--- config.mk ---
export PLATFORM = sky130hd
export DESIGN_NAME = rfile_wb_arbiter
export DESIGN_NICKNAME = d
export VERILOG_FILES = /design/src/rtl/rfile_wb_arbiter.sv
export SDC_FILE = /design/constraint.sdc
export NUM_CORES = 1
export LEC_CHECK = 0
export CAP_MARGIN = 20
export CORE_MARGIN = 5
export CORE_UTILIZATION = 35
export DETAILED_ROUTE_END_ITERATION = 7
export PLACE_DENSITY = 0.69
export SYNTH_ARGS = -nofsm -noshare
export SYNTH_HDL_FRONTEND = slang
export SYNTH_SLANG_ARGS = --single-unit
--- constraint.sdc ---
create_clock -name clk -period 3.75 [get_ports clk]
set_input_delay 0.9375 -clock clk [delete_from_list [all_inputs] [get_ports clk]]
set_output_delay 0.9375 -clock clk [all_outputs]
set_load 0.03 [all_outputs]
--- src/rtl/rfile_wb_arbiter.sv ---
// rfile_wb_arbiter
//   Shares the single register-file write port between two writeback
//   requesters (A = ALU, B = load) with a 1-bit round-robin pointer, and keeps
//   a pending-write scoreboard that issue logic queries through the two
//   register-file read addresses.
//
// Optional feature (macro RFILE_WB_FWD_EN):
//   When defined, each read port reports a forwarding hit whenever the write
//   currently on the write port targets the register being read. The hit
//   covers the wr_en cycle, in which busy is still set. When undefined, the
//   fwd_* outputs are tied to 0 and the ports remain.
//
// Ports:
//   clk, rst_n                 clock; asynchronous active-low reset
//   a_req/a_reg/a_data/a_gnt   requester A (ALU); gnt is combinational
//   b_req/b_reg/b_data/b_gnt   requester B (load); gnt is combinational
//   wr_en/wr_reg/wr_data       registered register-file write port
//   rsv_en/rsv_reg             issue reserves a destination register
//   read_reg_1/read_reg_2      addresses on the register-file read ports
//   busy_1/busy_2              queried register has a pending write
//   fwd_hit_1/fwd_hit_2        forwarding hit on the queried register
//   fwd_data_1/fwd_data_2      forwarded data (0 when no hit)

// Per-read-port query: busy lookup plus optional forwarding compare.
module rfile_wb_rdport #(
  parameter int DATA_W = 32,
  parameter int ADDR_W = 5
) (
  input  logic [(2**ADDR_W)-1:0] pending,
  input  logic [ADDR_W-1:0]      read_reg,
  input  logic                   wr_en,
  input  logic [ADDR_W-1:0]      wr_reg,
  input  logic [DATA_W-1:0]      wr_data,
  output logic                   busy,
  output logic                   fwd_hit,
  output logic [DATA_W-1:0]      fwd_data
);

  assign busy = pending[read_reg];

`ifdef RFILE_WB_FWD_EN
  // Register 0 never produces a write, but guard it anyway so a stale
  // wr_reg of 0 can never look like a hit.
  assign fwd_hit  = wr_en && (wr_reg == read_reg) && (wr_reg != '0);
  assign fwd_data = fwd_hit ? wr_data : '0;
`else
  logic unused_fwd;
  assign unused_fwd = ^{wr_en, wr_reg, wr_data};
  assign fwd_hit    = 1'b0;
  assign fwd_data   = '0;
`endif

endmodule

module rfile_wb_arbiter #(
  parameter int DATA_W = 32,
  parameter int ADDR_W = 5
) (
  input  logic              clk,
  input  logic              rst_n,
  input  logic              a_req,
  input  logic [ADDR_W-1:0] a_reg,
  input  logic [DATA_W-1:0] a_data,
  output logic              a_gnt,
  input  logic              b_req,
  input  logic [ADDR_W-1:0] b_reg,
  input  logic [DATA_W-1:0] b_data,
  output logic              b_gnt,
  output logic              wr_en,
  output logic [ADDR_W-1:0] wr_reg,
  output logic [DATA_W-1:0] wr_data,
  input  logic              rsv_en,
  input  logic [ADDR_W-1:0] rsv_reg,
  input  logic [ADDR_W-1:0] read_reg_1,
  input  logic [ADDR_W-1:0] read_reg_2,
  output logic              busy_1,
  output logic              busy_2,
  output logic              fwd_hit_1,
  output logic              fwd_hit_2,
  output logic [DATA_W-1:0] fwd_data_1,
  output logic [DATA_W-1:0] fwd_data_2
);

  localparam int NUM_REGS = 2**ADDR_W;
  localparam int NUM_RD   = 2;

  typedef struct packed {
    logic [ADDR_W-1:0] rd;
    logic [DATA_W-1:0] data;
  } wb_req_t;

  wb_req_t req_a, req_b, req_win, wb_q;

  logic                last_b;    // 1: B was granted last, so A wins a conflict
  logic                a_win, b_win, any_gnt;
  logic                wb_vld;    // granted write that will reach the port
  logic                wr_vld_q;
  logic [NUM_REGS-1:0] pending, pend_set, pend_clr;

  logic [NUM_RD-1:0][ADDR_W-1:0] rd_addr;
  logic [NUM_RD-1:0]             busy_v, hit_v;
  logic [NUM_RD-1:0][DATA_W-1:0] fdata_v;

  // ---------------------------------------------------------------------
  // Arbitration
  // ---------------------------------------------------------------------
  assign req_a = '{rd: a_reg, data: a_data};
  assign req_b = '{rd: b_reg, data: b_data};

  assign a_win   = a_req && (!b_req || last_b);
  assign b_win   = b_req && !a_win;
  // Grants are held off during reset so no transfer is ever seen then.
  assign a_gnt   = rst_n && a_win;
  assign b_gnt   = rst_n && b_win;
  assign any_gnt = a_gnt || b_gnt;

  assign req_win = a_win ? req_a : req_b;
  // Writes to register 0 are accepted but dropped here.
  assign wb_vld  = any_gnt && (req_win.rd != '0);

  always_ff @(posedge clk or negedge rst_n) begin
    if (!rst_n) begin
      last_b <= 1'b1;
    end else if (any_gnt) begin
      last_b <= b_gnt;
    end
  end

  // ---------------------------------------------------------------------
  // Write port register
  // ---------------------------------------------------------------------
  always_ff @(posedge clk or negedge rst_n) begin
    if (!rst_n) begin
      wr_vld_q <= 1'b0;
      wb_q     <= '0;
    end else begin
      wr_vld_q <= wb_vld;
      if (wb_vld) wb_q <= req_win;
    end
  end

  assign wr_en   = wr_vld_q;
  assign wr_reg  = wb_q.rd;
  assign wr_data = wb_q.data;

  // ---------------------------------------------------------------------
  // Pending-write scoreboard. A reservation landing on the same edge as the
  // retiring write to that register belongs to a newer instruction, so the
  // set is applied after the clear.
  // ---------------------------------------------------------------------
  always_comb begin
    pend_set = '0;
    pend_clr = '0;
    if (rsv_en && (rsv_reg != '0)) pend_set[rsv_reg] = 1'b1;
    if (wr_en)                     pend_clr[wr_reg]  = 1'b1;
  end

  always_ff @(posedge clk or negedge rst_n) begin
    if (!rst_n) begin
      pending <= '0;
    end else begin
      pending <= (pending & ~pend_clr) | pend_set;
    end
  end

  // ---------------------------------------------------------------------
  // Read-port queries
  // ---------------------------------------------------------------------
  assign rd_addr = {read_reg_2, read_reg_1};

  for (genvar g = 0; g < NUM_RD; g++) begin : g_rd
    rfile_wb_rdport #(
      .DATA_W (DATA_W),
      .ADDR_W (ADDR_W)
    ) u_rdport (
      .pending  (pending),
      .read_reg (rd_addr[g]),
      .wr_en    (wr_en),
      .wr_reg   (wr_reg),
      .wr_data  (wr_data),
      .busy     (busy_v[g]),
      .fwd_hit  (hit_v[g]),
      .fwd_data (fdata_v[g])
    );
  end

  assign busy_1     = busy_v[0];
  assign busy_2     = busy_v[1];
  assign fwd_hit_1  = hit_v[0];
  assign fwd_hit_2  = hit_v[1];
  assign fwd_data_1 = fdata_v[0];
  assign fwd_data_2 = fdata_v[1];

endmodule

=== Word-level counts from Yosys, hierarchy flattened ===
Cells that the tools add are included.

* Flip-flop bits (word level): 71
* Logic and storage cells: 39
* Bits of input ports: 94

* Mux-type cells: 11
* Reduce and logical (&&, ||, !) cells: 14
* $lt $le $gt $ge: 6
* Bitwise logic cells: 3

{| class="wikitable"
|+ Operator list
! cell !! number
|-
| 2-to-1 mux 32 bit || 2
|-
| 2-to-1 mux 37 bit || 1
|-
| bitwise AND 32 bit || 1
|-
| inverter 32 bit || 1
|-
| OR 32 bit || 1
|-
| < comparator 5 x 6 -> 1 bit (second input constant) || 4
|-
| binary-select mux 1 bit (select 5 bit) || 2
|-
| demux 1 bit (select 5 bit) || 2
|-
| greater-or-equal comparator 5 x 1 -> 1 bit (second input constant) || 2
|-
| nonzero test 5 bit || 2
|-
| logical AND 1 bit || 8
|-
| 2-to-1 mux 1 bit || 4
|-
| zero test 1 bit || 2
|-
| logical OR 1 bit || 2
|}

=== Logic depth before layout (Yosys ltp) ===
Gate-level depths: netlist of run 1.

* Depth in word-level cells: 8
* Mapped depth: 8
* Depth with buffers taken out: 5

=== Hierarchy ===
From an unflattened synthesis of run 1, not the netlist that was laid out.

* Cell total of the unflattened synthesis: 423
* Area, all modules: 4573.1 sq um

{| class="wikitable"
|+ Modules (own cells, without submodules)
! module !! area an instance (sq um) !! seq. area each (sq um) !! cells each !! times used
|-
| rfile_wb_arbiter || 3419.5 || 1778.0 || 273 || 1
|-
| rfile_wb_rdport || 576.8 || 0.0 || 75 || 2
|}

=== Worst setup path before layout of run 1 ===
No wires, ideal clock.

* Kind: input -> output
* From: in read_reg_1[1]
* To: out busy_1
* Required time: 2.812 ns
* Setup slack: 0.619 ns
* Cell stages on the path: 7
* Arrival time: 2.193 ns
* Path buffers: 2
* Path through: buf_2 > buf_2 > mux2i_1 > a22oi_1 > nand3_1 > nand2_1 > a311o_1

* Cells in the longest elaborated chain, start to end: 2

{| class="wikitable"
|+ Ends and longest elaborated chain
! element !! line !! source
|-
| start, declared || 74 || <nowiki>input logic [ADDR_W-1:0] read_reg_1,</nowiki>
|-
| binary-select mux 1 bit (select 5 bit) || 39 || <nowiki>assign busy = pending[read_reg];</nowiki>
|-
| 2-to-1 mux 1 bit (implied by the code) || 39 ||
|-
| end, declared || 76 || <nowiki>output logic busy_1,</nowiki>
|}

Every way passes these cells. The select of a mux whose other input is x is not followed.

=== Worst setup path after layout of run 1 ===
Same ends and word-level chain as after synthesis.

==> results of run 1 <==
## metrics by stage
step | setup slack, ns | instances | utilization [%] | hold WS, ns | area, µm²
floorplan | 0.6192 | 531 | - | 0.4785 | 4707
global placement | 0.2287 | 760 | 45.66 | 0.4980 | 5739
detailed placement | 0.1847 | 760 | 45.66 | 0.5025 | 5739
CTS | 0.1677 | 776 | 48.09 | 0.5167 | 6045
global route | 0.09282 | 776 | 48.09 | 0.5326 | 6045
finish | 0.1665 | 776 | 48.09 | 0.5099 | 6045
## tightest hold or removal path: stages, from the launching register on
cell,delay [ns]
dfrtp_1,0.34
a21oi_1,0.05
a21oi_2,0.08
## cells in the mapped netlist, types with 3 or more instances
master and instances:
buf_4 66, and2_1 3, o21ai_0 65, dfrtp_1 70, a31oi_1 3, nand2_1 17, buf_6 4, nand2b_1 3
nor2_1 9, a22oi_1 8, clkbuf_1 9, nor2b_1 5, a21oi_1 43, nand3_1 17, nand3b_1 5, inv_1 7
buf_2 6, o22ai_1 5, a21oi_2 30, mux2i_1 68
## kinds of logic after synthesis
| family | after synthesis | synth area share, % |
|---|---|---|
| AND/OR/NAND/NOR | 71 | 8.523 |
| AO/OA/AOI/OAI | 163 | 22.18 |
| multiplexers | 68 | 15.25 |
| other | 1 | 0.08402 |
| buffers and inverters | 92 | 14.13 |
| flip-flops | 71 | 39.84 |
## worst min-delay path by stage
stage | start | endpoint | slack (ns) | cells after the start
final | wr_data[3]$_DFFE_PN0P_ | wr_data[3]$_DFFE_PN0P_ | 0.51 | 2
after global routing | wr_data[20]$_DFFE_PN0P_ | wr_data[20]$_DFFE_PN0P_ | 0.53 | 2
after CTS | wr_data[3]$_DFFE_PN0P_ | wr_data[3]$_DFFE_PN0P_ | 0.52 | 2
after detailed placement | wr_data[3]$_DFFE_PN0P_ | wr_data[3]$_DFFE_PN0P_ | 0.50 | 2
after global placement | wr_data[12]$_DFFE_PN0P_ | wr_data[12]$_DFFE_PN0P_ | 0.50 | 2
after floorplan | pending[0]$_DFF_PN0_ | pending[0]$_DFF_PN0_ | 0.48 | 1
## metal layers
layer  GRT usage [%]  share of wire [%]  up-vias  routed length (µm)
met5               0                  0        -                   0
met4           6.998                2.0        0                 262
met3           5.672                9.9       22                1270
met2           26.92                 48      189                6137
met1           20.63                 40     1847                5207
li1                -                  -     1817                   -
## where the power goes
part	total [µW]	switching, µW	internal [µW]	leakage [µW]
Clock	861	339	521	0.000143
Sequential	1180	199	979	0.000775
Combinational	1030	600	427	0.00162
## final cells by class
| class | instances | area (µm²) |
|---|---|---|
| Fill cell | 1202 | 6524 |
| Multi-Input combinational cell | 368 | 2303 |
| Sequential cell | 71 | 1778 |
| Timing Repair Buffer | 142 | 1416 |
| Clock buffer | 9 | 225.2 |
| Tap cell | 172 | 215.2 |
| Clock inverter | 7 | 80.08 |
| Inverter | 7 | 26.28 |
==> metrics, run 1 <==
Worst Path Required=~2.8 ns; Yosys warnings=0; register bit total from synthesis=between 70 and 80; maximum VDD drop=0.2738 mV; path type of the worst min-delay path=reg -> reg; fraction of synthesis flops using an asynchronous set or reset pin=between 90% and 100%; most instantiated flip-flop cell in the synthesis netlist=dfrtp_1; Post-CTS Hold Buffers=0; Die Height=approximately 120 µm; first-pass GRT wire length=between 15 and 20 mm; routed via count=roughly 3900; Worst setup endpoint=busy_1; cells along the critical path=clkdlybuf4s50_1, buf_12, mux2i_1, a22oi_1, nand4b_1, a21oi_1, a311o_1, buf_4; Max Clock Freq=279.1 MHz; reg2reg end=wr_data[19]$_DFFE_PN0P_; Max Transition Viols Final=0; most common library cell in the layout ignoring fill and taps=clkdlybuf4s50_1; weighted congestion reported at the end of routability-driven placement=0.9799; commonest cells after routing, fill and taps aside=clkdlybuf4s50_1 (130), dfrtp_1 (70), mux2i_1 (68); Worst-Skew Late Latency=0.33 ns; cell type with the largest total area after synthesis=dfrtp_1; final antenna diode count=0; number of clock sinks=71; largest cells by area after synthesis=dfrtp_1 (39%), mux2i_1 (15%), buf_4 (11%); family with the most delay on the worst path=buffers and inverters; transition time at the pin with the least slew margin=0.5557 ns; Tot GR Track Use=16.77%; status=finished, final reports clean; Tot Pwr=3065 µW; WP depth=8; Final Skew=0.01045 ns; number of max-cap violations=0; crit path time final=around 3.6 ns; die outline area=15110 µm²; Clock transition at path regs=0.05 ns; area of the mapped netlist=4463 µm²; number of standard-cell rows in the floorplan=41; Total Nets Final=693; RSZ-0062 raised after global routing=false; worst-path cell with the longest stage delay=clkdlybuf4s50_1; fraction of final layout cells with drive strength greater than 1=10.93%; Final Cycle Share=95.56%; initial core utilization=between 30% and 40%; HPWL after detailed placement=9.949 mm; count of port buffers added during placement=135; EDFF count, synth=0; number of design-rule violations left by the first detailed-router iteration=139; number of buffers on the longest clock path=2; power density over the cells=507.1 nW/µm²; fraction of post-synthesis cell area in the top cell type by area=39.25%; Area Growth Syn to Fin=35.44%; worst rel slew slack=roughly 63%; pin count of the biggest net entering global routing=46; worst setup slack for register-to-register paths=around 1.7 ns; CTS tree=built; final-report hold violation count=0; deepest level of the CTS H-tree=3; leakage power figure=0.002536 µW; num ports=202; crit end category=output port; Final setup viols=0; category of the critical setup timing path=in -> out; Yosys cell types=37; number of antenna violations at the first check in global routing=0; root cell of the clock tree=clkbuf_16; delay of the slowest cell on the worst path=0.51 ns; detailed-routing iteration count for the pre-antenna-repair pass=5; Via-to-Cell Ratio=between 4 and 5; Placeable Area=12570 µm²; die span in x=122.9 µm; number of buffers created by CTS=9; mean cell area of the mapped netlist=approximately 9.6 µm²; start of the worst register-to-register path=last_b$_DFFE_PN1P_; number of gates given a new drive strength after cts=0; post-CTS setup buffer count=0; total overflow reported by the global router=0; sequential-to-total area share from yosys stat=39.84%; highest fanout seen on the critical path=16; CP Launch Type=primary input; reg2reg path depth=5; endpoint arrival time on the critical path=2.65 ns; worst path bufs/invs=3; post-detailed-route count of antenna-violating nets=0; Setup Total Neg Slack=0 ns; launch point of the worst path=read_reg_1[1]; count of unresolved DRC violations after routing=0; synthesized instance count=466; via count of the first global-routing pass=3950; wirelength, routed=12.88 mm; WL/cell=16.60 µm
Note: power is estimated with default switching activity, not from simulation.
==> inputs of run 2 (changes only) <==
--- a/config.mk
+++ b/config.mk
@@ -6,7 +6,7 @@
 export NUM_CORES = 1
 export LEC_CHECK = 0
 export CAP_MARGIN = 20
-export CORE_MARGIN = 5
+export CORE_MARGIN = 2
 export CORE_UTILIZATION = 35
 export DETAILED_ROUTE_END_ITERATION = 7
 export PLACE_DENSITY = 0.69
==> metrics, run 2 (same netlist as run 1, synthesis figures left out) <==
number of clock sinks=71 (unchanged); detailed-routing iteration count for the pre-antenna-repair pass=5 (unchanged); power density over the cells=510.0 nW/µm² (+0.58%); num ports=202 (unchanged); internal power contribution=1971 µW (+2.3%); commonest cells after routing, fill and taps aside=clkdlybuf4s50_1 (130), dfrtp_1 (70), mux2i_1 (68); pin count of the biggest net entering global routing=54 (+17%); most common library cell in the layout ignoring fill and taps=clkdlybuf4s50_1; met2 layer usage reported by global route=29.29% (+2.4 points); Total Nets Final=698 (+0.72%); WL/cell=16.01 µm (-3.5%); via count of the first global-routing pass=3813 (-3.5%); category of the critical setup timing path=in -> out; HPWL after detailed placement=9.527 mm (-4.2%); post-detailed-route count of antenna-violating nets=0 (unchanged); CTS tree=built; Worst-Skew Late Latency=0.33 ns (about the same); leakage power figure=0.002567 µW (+1.2%); worst rel slew slack=56.58% (-6.1 points); Final Cycle Share=94.00% (-1.6 points); share of power burned in registers=39.0% (+0.6 points); deepest level of the CTS H-tree=3 (unchanged); count of port buffers added during placement=135 (unchanged); Final setup viols=0 (unchanged); final-report hold violation count=0 (unchanged); Final Skew=0.003257 ns (-0.007196 ns); Max Transition Viols Final=0 (unchanged); fraction of final layout cells with drive strength greater than 1=11.49% (+0.57 points); number of standard-cell rows in the floorplan=41 (unchanged); total overflow reported by the global router=0 (unchanged); Sw Share=36.31% (-0.82 points); number of buffers on the longest clock path=2 (unchanged); transition time at the pin with the least slew margin=0.6513 ns (+0.09553 ns); number of max-cap violations=0 (unchanged); final design utilization=48.47% (+0.38 points); final antenna diode count=0 (unchanged); count of unresolved DRC violations after routing=0 (unchanged); post-place setup slack=-0.1850 ns (-0.3697 ns); first-pass GRT wire length=19.32 mm (-2.8%); Via-to-Cell Ratio=5.008 (+0.28%); post-CTS setup buffer count=0 (unchanged); Post-CTS Hold Buffers=0 (unchanged); crit path time final=3.525 ns (-0.05859 ns); die span in x=116.9 µm (-4.9%); final worst-path setup slack=0.2251 ns (+0.05860 ns); layout filler cell count=1139 (-5.2%); crit end category=output port; Clock transition at path regs=0.05 ns (about the same); number of gates given a new drive strength after cts=2 (+2); share of power burned in the clock network=28.3% (+0.2 points); weighted congestion reported at the end of routability-driven placement=0.9713 (-0.88%); net load switching power=1124 µW (-1.3%); Placeable Area=12520 µm² (-0.41%); RSZ-0062 raised after global routing=false; routed via count=3911 (+0.93%); Tot GR Track Use=18.47% (+1.7 points); Die Height=116.9 µm (-4.9%); maximum VDD drop=0.2374 mV (-13%); status=finished, final reports clean; number of design-rule violations left by the first detailed-router iteration=221 (+59%); Placement Cell Area=5767 µm² (+0.48%); number of buffers created by CTS=9 (unchanged); CP Launch Type=primary input; root cell of the clock tree=clkbuf_16; part of the total power dissipated in combinational logic=32.7% (-0.8 points); die outline area=13670 µm² (-9.5%); path type of the worst min-delay path=in -> async; fraction of met3 tracks used by global routing=4.943% (-0.73 points); most used routing layer in global routing=met2; Worst Path Required=2.81 ns (about the same); met1 Resource Use GR=23.14% (+2.5 points); number of antenna violations at the first check in global routing=0 (unchanged); endpoint arrival time on the critical path=2.59 ns (-0.06 ns); final design instance area without fill=6067 µm² (+0.37%); highest fanout seen on the critical path=16 (unchanged); Area Growth Syn to Fin=35.94%; Max Clock Freq=283.7 MHz (+1.7%); wirelength, routed=12.51 mm (-2.9%); initial core utilization=35.66% (+0.15 points)
==> run 2: cell count changes in the layout (fill, tap and decap cells not counted), sizes merged <==
| cell | change |
|---|---|
| inv | -2 |
| clkbuf | +6 |
| buf | +3 |
| clkinvlp | -2 |
==> run 2: critical path, stage by stage <==
cell and delay (ns):
clkdlybuf4s50_1 0.51, buf_12 0.17, mux2i_1 0.19, a22oi_1 0.11, nand4b_1 0.11, a21oi_1 0.04, a311o_1 0.33, clkbuf_2 0.19
==> run 2: through the flow <==
step	power, µW	cells	hold slack (ns)	TNS [ns]
5_1_grt	3260	781	0.3889	0
4_1_cts	3108	781	0.3822	0
3_5_place_dp	2226	765	0.5011	-0.3575
2_1_floorplan	1813	531	0.4785	0
6_report	3094	781	0.3912	0
3_3_place_gp	2205	765	0.4976	-0.3237
==> run 2: power by group through the flow <==
stage,logic [µW],clock network (µW),registers [µW]
floorplan,582,0,1230
global placement,992,0,1210
detailed placement,1020,0,1210
CTS,1010,893,1200
global route,1110,922,1230
finish,1010,876,1210
==> run 2: per-layer routing <==
metal | vias up | share of wire, % | wire length [µm]
met2 | 211 | 46 | 5796
li1 | 1824 | - | -
met3 | 25 | 9.5 | 1193
met4 | 0 | 3.2 | 398
met1 | 1851 | 41 | 5118
met5 | - | 0 | 0
==> run 2: cell type report <==
| type | count | area, µm² | area share (%) |
|---|---|---|---|
| Clock inverter | 3 | 40.04 | 0.6599 |
| Sequential cell | 71 | 1778 | 29.31 |
| Multi-Input combinational cell | 368 | 2303 | 37.97 |
| Clock buffer | 13 | 270.3 | 4.455 |
| Inverter | 7 | 26.28 | 0.4331 |
| Tap cell | 172 | 215.2 | 3.547 |
| Timing Repair Buffer | 147 | 1434 | 23.63 |
==> run 2: worst paths after layout <==
path | depth (start not counted) | slack, ns | to | from
max in group asynchronous | 2 | 2.53 | pending[10]$_DFF_PN0_ | rst_n
worst max register to register | 5 | 1.90 | wr_data[7]$_DFFE_PN0P_ | last_b$_DFFE_PN1P_
worst min register to register | 2 | 0.51 | wr_data[2]$_DFFE_PN0P_ | wr_data[2]$_DFFE_PN0P_
min in group clk | 2 | 0.51 | wr_data[2]$_DFFE_PN0P_ | wr_data[2]$_DFFE_PN0P_
worst min-delay path | 1 | 0.39 | wr_data[16]$_DFFE_PN0P_ | rst_n
worst max-delay path | 8 | 0.23 | busy_2 | read_reg_2[1]
==> inputs of run 3 (changes only) <==
--- a/config.mk
+++ b/config.mk
@@ -5,11 +5,14 @@
 export SDC_FILE = /design/constraint.sdc
 export NUM_CORES = 1
 export LEC_CHECK = 0
+export ABC_AREA = 1
+export ABC_CLOCK_PERIOD_IN_PS = 3750
 export CAP_MARGIN = 20
 export CORE_MARGIN = 2
 export CORE_UTILIZATION = 35
 export DETAILED_ROUTE_END_ITERATION = 7
 export PLACE_DENSITY = 0.69
+export SLEW_MARGIN = 25
 export SYNTH_ARGS = -nofsm -noshare
 export SYNTH_HDL_FRONTEND = slang
 export SYNTH_SLANG_ARGS = --single-unit
==> metrics, run 3 <==
transition time at the pin with the least slew margin=0.6682 ns (+0.01696 ns); CP Launch Type=primary input; number of design-rule violations left by the first detailed-router iteration=352 (+59%); Yosys cell types=24 (-35%); count of port buffers added during placement=135 (unchanged); filler-free cell count of the finished design=968 (+24%); pin count of the biggest net entering global routing=44 (-19%); placed instance count=952 (+24%); Clock transition at path regs=0.06 ns (about the same); sequential-to-total area share from yosys stat=38.51% (-1.3 points); largest cells by area after synthesis=dfrtp_1 (38%), nand2_1 (20%), nand3_1 (15%); Via-to-Cell Ratio=4.683 (-6.5%); number of buffers on the longest clock path=2 (unchanged); worst rel slew slack=55.29% (-1.3 points); CTS tree=built; Post-CTS Hold Buffers=0 (unchanged); status=finished, final reports clean; tightest hold margin=0.4684 ns (+0.07715 ns); Worst-Skew Late Latency=0.34 ns (about the same); Final Cycle Share=90.56% (-3.4 points); maximum VDD drop=0.2458 mV (+3.5%); post-detailed-route count of antenna-violating nets=0 (unchanged); Yosys warnings=0 (unchanged); num ports=202 (unchanged); Final Skew=0.006202 ns (+0.002945 ns); Max Transition Viols Final=0 (unchanged); fraction of synthesis flops using an asynchronous set or reset pin=100.0% (unchanged); weighted congestion reported at the end of routability-driven placement=0.8682 (-11%); WL/cell=13.85 µm (-13%); deepest level of the CTS H-tree=3 (unchanged); synthesized instance count=666 (+43%); mean cell area of the mapped netlist=6.932 µm² (-28%); top post-synthesis cells by count=nand2_1 (243), nand3_1 (140), buf_4 (70), dfrtp_1 (70), o21ai_0 (62); register bit total from synthesis=71 (unchanged); highest fanout seen on the critical path=16 (unchanged); root cell of the clock tree=clkbuf_16; number of standard-cell rows in the floorplan=41 (unchanged); number of max-cap violations=0 (unchanged); number of antenna violations at the first check in global routing=0 (unchanged); number of clock sinks=71 (unchanged); category of the critical setup timing path=in -> out; RSZ-0062 raised after global routing=false; number of buffers created by CTS=9 (unchanged); HPWL after detailed placement=10.06 mm (+5.6%); Tot Pwr=3286 µW (+6.2%); wirelength, routed=13.41 mm (+7.2%); final-report hold violation count=0 (unchanged); Max Clock Freq=294.5 MHz (+3.8%); via count of the first global-routing pass=4342 (+14%); area of the mapped netlist=4617 µm² (+3.4%); count of unresolved DRC violations after routing=0 (unchanged); Area Growth Syn to Fin=33.74%; commonest cells after routing, fill and taps aside=nand2_1 (243), nand3_1 (140), clkdlybuf4s50_1 (130); leakage power figure=0.003077 µW (+20%); most instantiated flip-flop cell in the synthesis netlist=dfrtp_1; die outline area=14130 µm² (+3.3%); Die Height=118.9 µm (+1.7%); routed via count=4533 (+16%); EDFF count, synth=0 (unchanged); crit end category=output port; total overflow reported by the global router=0 (unchanged); power density over the cells=532.1 nW/µm² (+4.3%); Setup Total Neg Slack=0 ns (unchanged); path type of the worst min-delay path=reg -> reg; cell with the most instances after synthesis=nand2_1; final antenna diode count=0 (unchanged); fraction of final layout cells with drive strength greater than 1=5.151% (-6.3 points); crit path time final=3.396 ns (-0.1289 ns); Total Nets Final=885 (+27%); Worst Path Required=2.81 ns (about the same); final design utilization=48.34% (-0.13 points); detailed-routing iteration count for the pre-antenna-repair pass=5 (unchanged); Tot GR Track Use=19.18% (+0.71 points); Final setup viols=0 (unchanged); number of gates given a new drive strength after cts=0 (-2); die span in x=118.9 µm (+1.7%); fraction of post-synthesis cell area in the top cell type by area=37.94% (-1.3 points); initial core utilization=36.14% (+0.49 points); endpoint arrival time on the critical path=2.46 ns (-0.13 ns); Placeable Area=12770 µm² (+2.0%); post-CTS setup buffer count=0 (unchanged); cell type with the largest total area after synthesis=dfrtp_1; most common library cell in the layout ignoring fill and taps=nand2_1; first-pass GRT wire length=21.83 mm (+13%)
## run 3: cell count changes after synthesis, sizes merged, moves of 4 or more
cell	delta
inv	+30
buf	+8
o22ai	-5
a22oi	-8
nor2b	-5
nand2	+229
mux2i	-68
nand3	+123
nor2	-5
and2	-4
a21oi	-71
## run 3: path summary, 6_finish.rpt
check	cells after the start	slack (ns)	start	endpoint
max in group asynchronous	2	2.34	rst_n	last_b$_DFFE_PN1P_
setup reg to reg	11	1.40	last_b$_DFFE_PN1P_	wr_data[31]$_DFFE_PN0P_
hold / removal	2	0.47	wr_data[29]$_DFFE_PN0P_	wr_data[29]$_DFFE_PN0P_
setup / recovery	11	0.35	read_reg_1[0]	busy_1
min in group asynchronous	1	0.53	rst_n	wr_data[9]$_DFFE_PN0P_
hold reg to reg	2	0.47	wr_data[29]$_DFFE_PN0P_	wr_data[29]$_DFFE_PN0P_
## run 3: final cells by class
type,instances,area (µm²)
fillers,1301,6599
multi-input cells,527,2283
flip-flops and latches,71,1778
repair buffers,145,1426
clock buffers,11,252.7
well taps,172,215.2
inverters,37,138.9
clock inverters,5,80.08
## run 3: stage by stage
stage,instance area [µm²],setup WS (ns)
2_1_floorplan,4861,0.8337
3_3_place_gp,5842,0.3589
3_5_place_dp,5842,0.3705
4_1_cts,6175,0.3623
5_1_grt,6175,0.1147
6_report,6175,0.3540
## run 3: worst max-delay path, cell delays in order
cell             delay [ns]
clkdlybuf4s50_1        0.42
inv_1                  0.37
nand2_1                0.10
nand3_1                0.09
nand3_1                0.09
nand2_1                0.08
nand2_1                0.04
nand2_1                0.07
nand2_1                0.05
nand2_1                0.05
buf_4                  0.15
## run 3: cell families after synthesis
group                  Yosys count  synth area share, %
other                            1              0.08122
AND/OR/NAND/NOR                394                36.40
AO/OA/AOI/OAI                   67                7.697
flip-flops                      71                38.51
buffers and inverters          133                17.32
## run 3: metal layers
metal	share of wire [%]	vias up	track usage, %
met3	9.5	12	6.657
met4	0.93	0	4.911
met5	0	-	0
li1	-	2276	-
met1	43	2054	24.41
met2	47	191	31.14
## run 3: power by group
part / total, µW / switching [µW] / leakage [µW] / internal, µW
Sequential: 1230 / 224 / 0.000822 / 1000
Clock: 938 / 321 / 0.000158 / 617
Combinational: 1120 / 681 / 0.00210 / 439
Total: 3290 / 1230 / 0.00308 / 2060
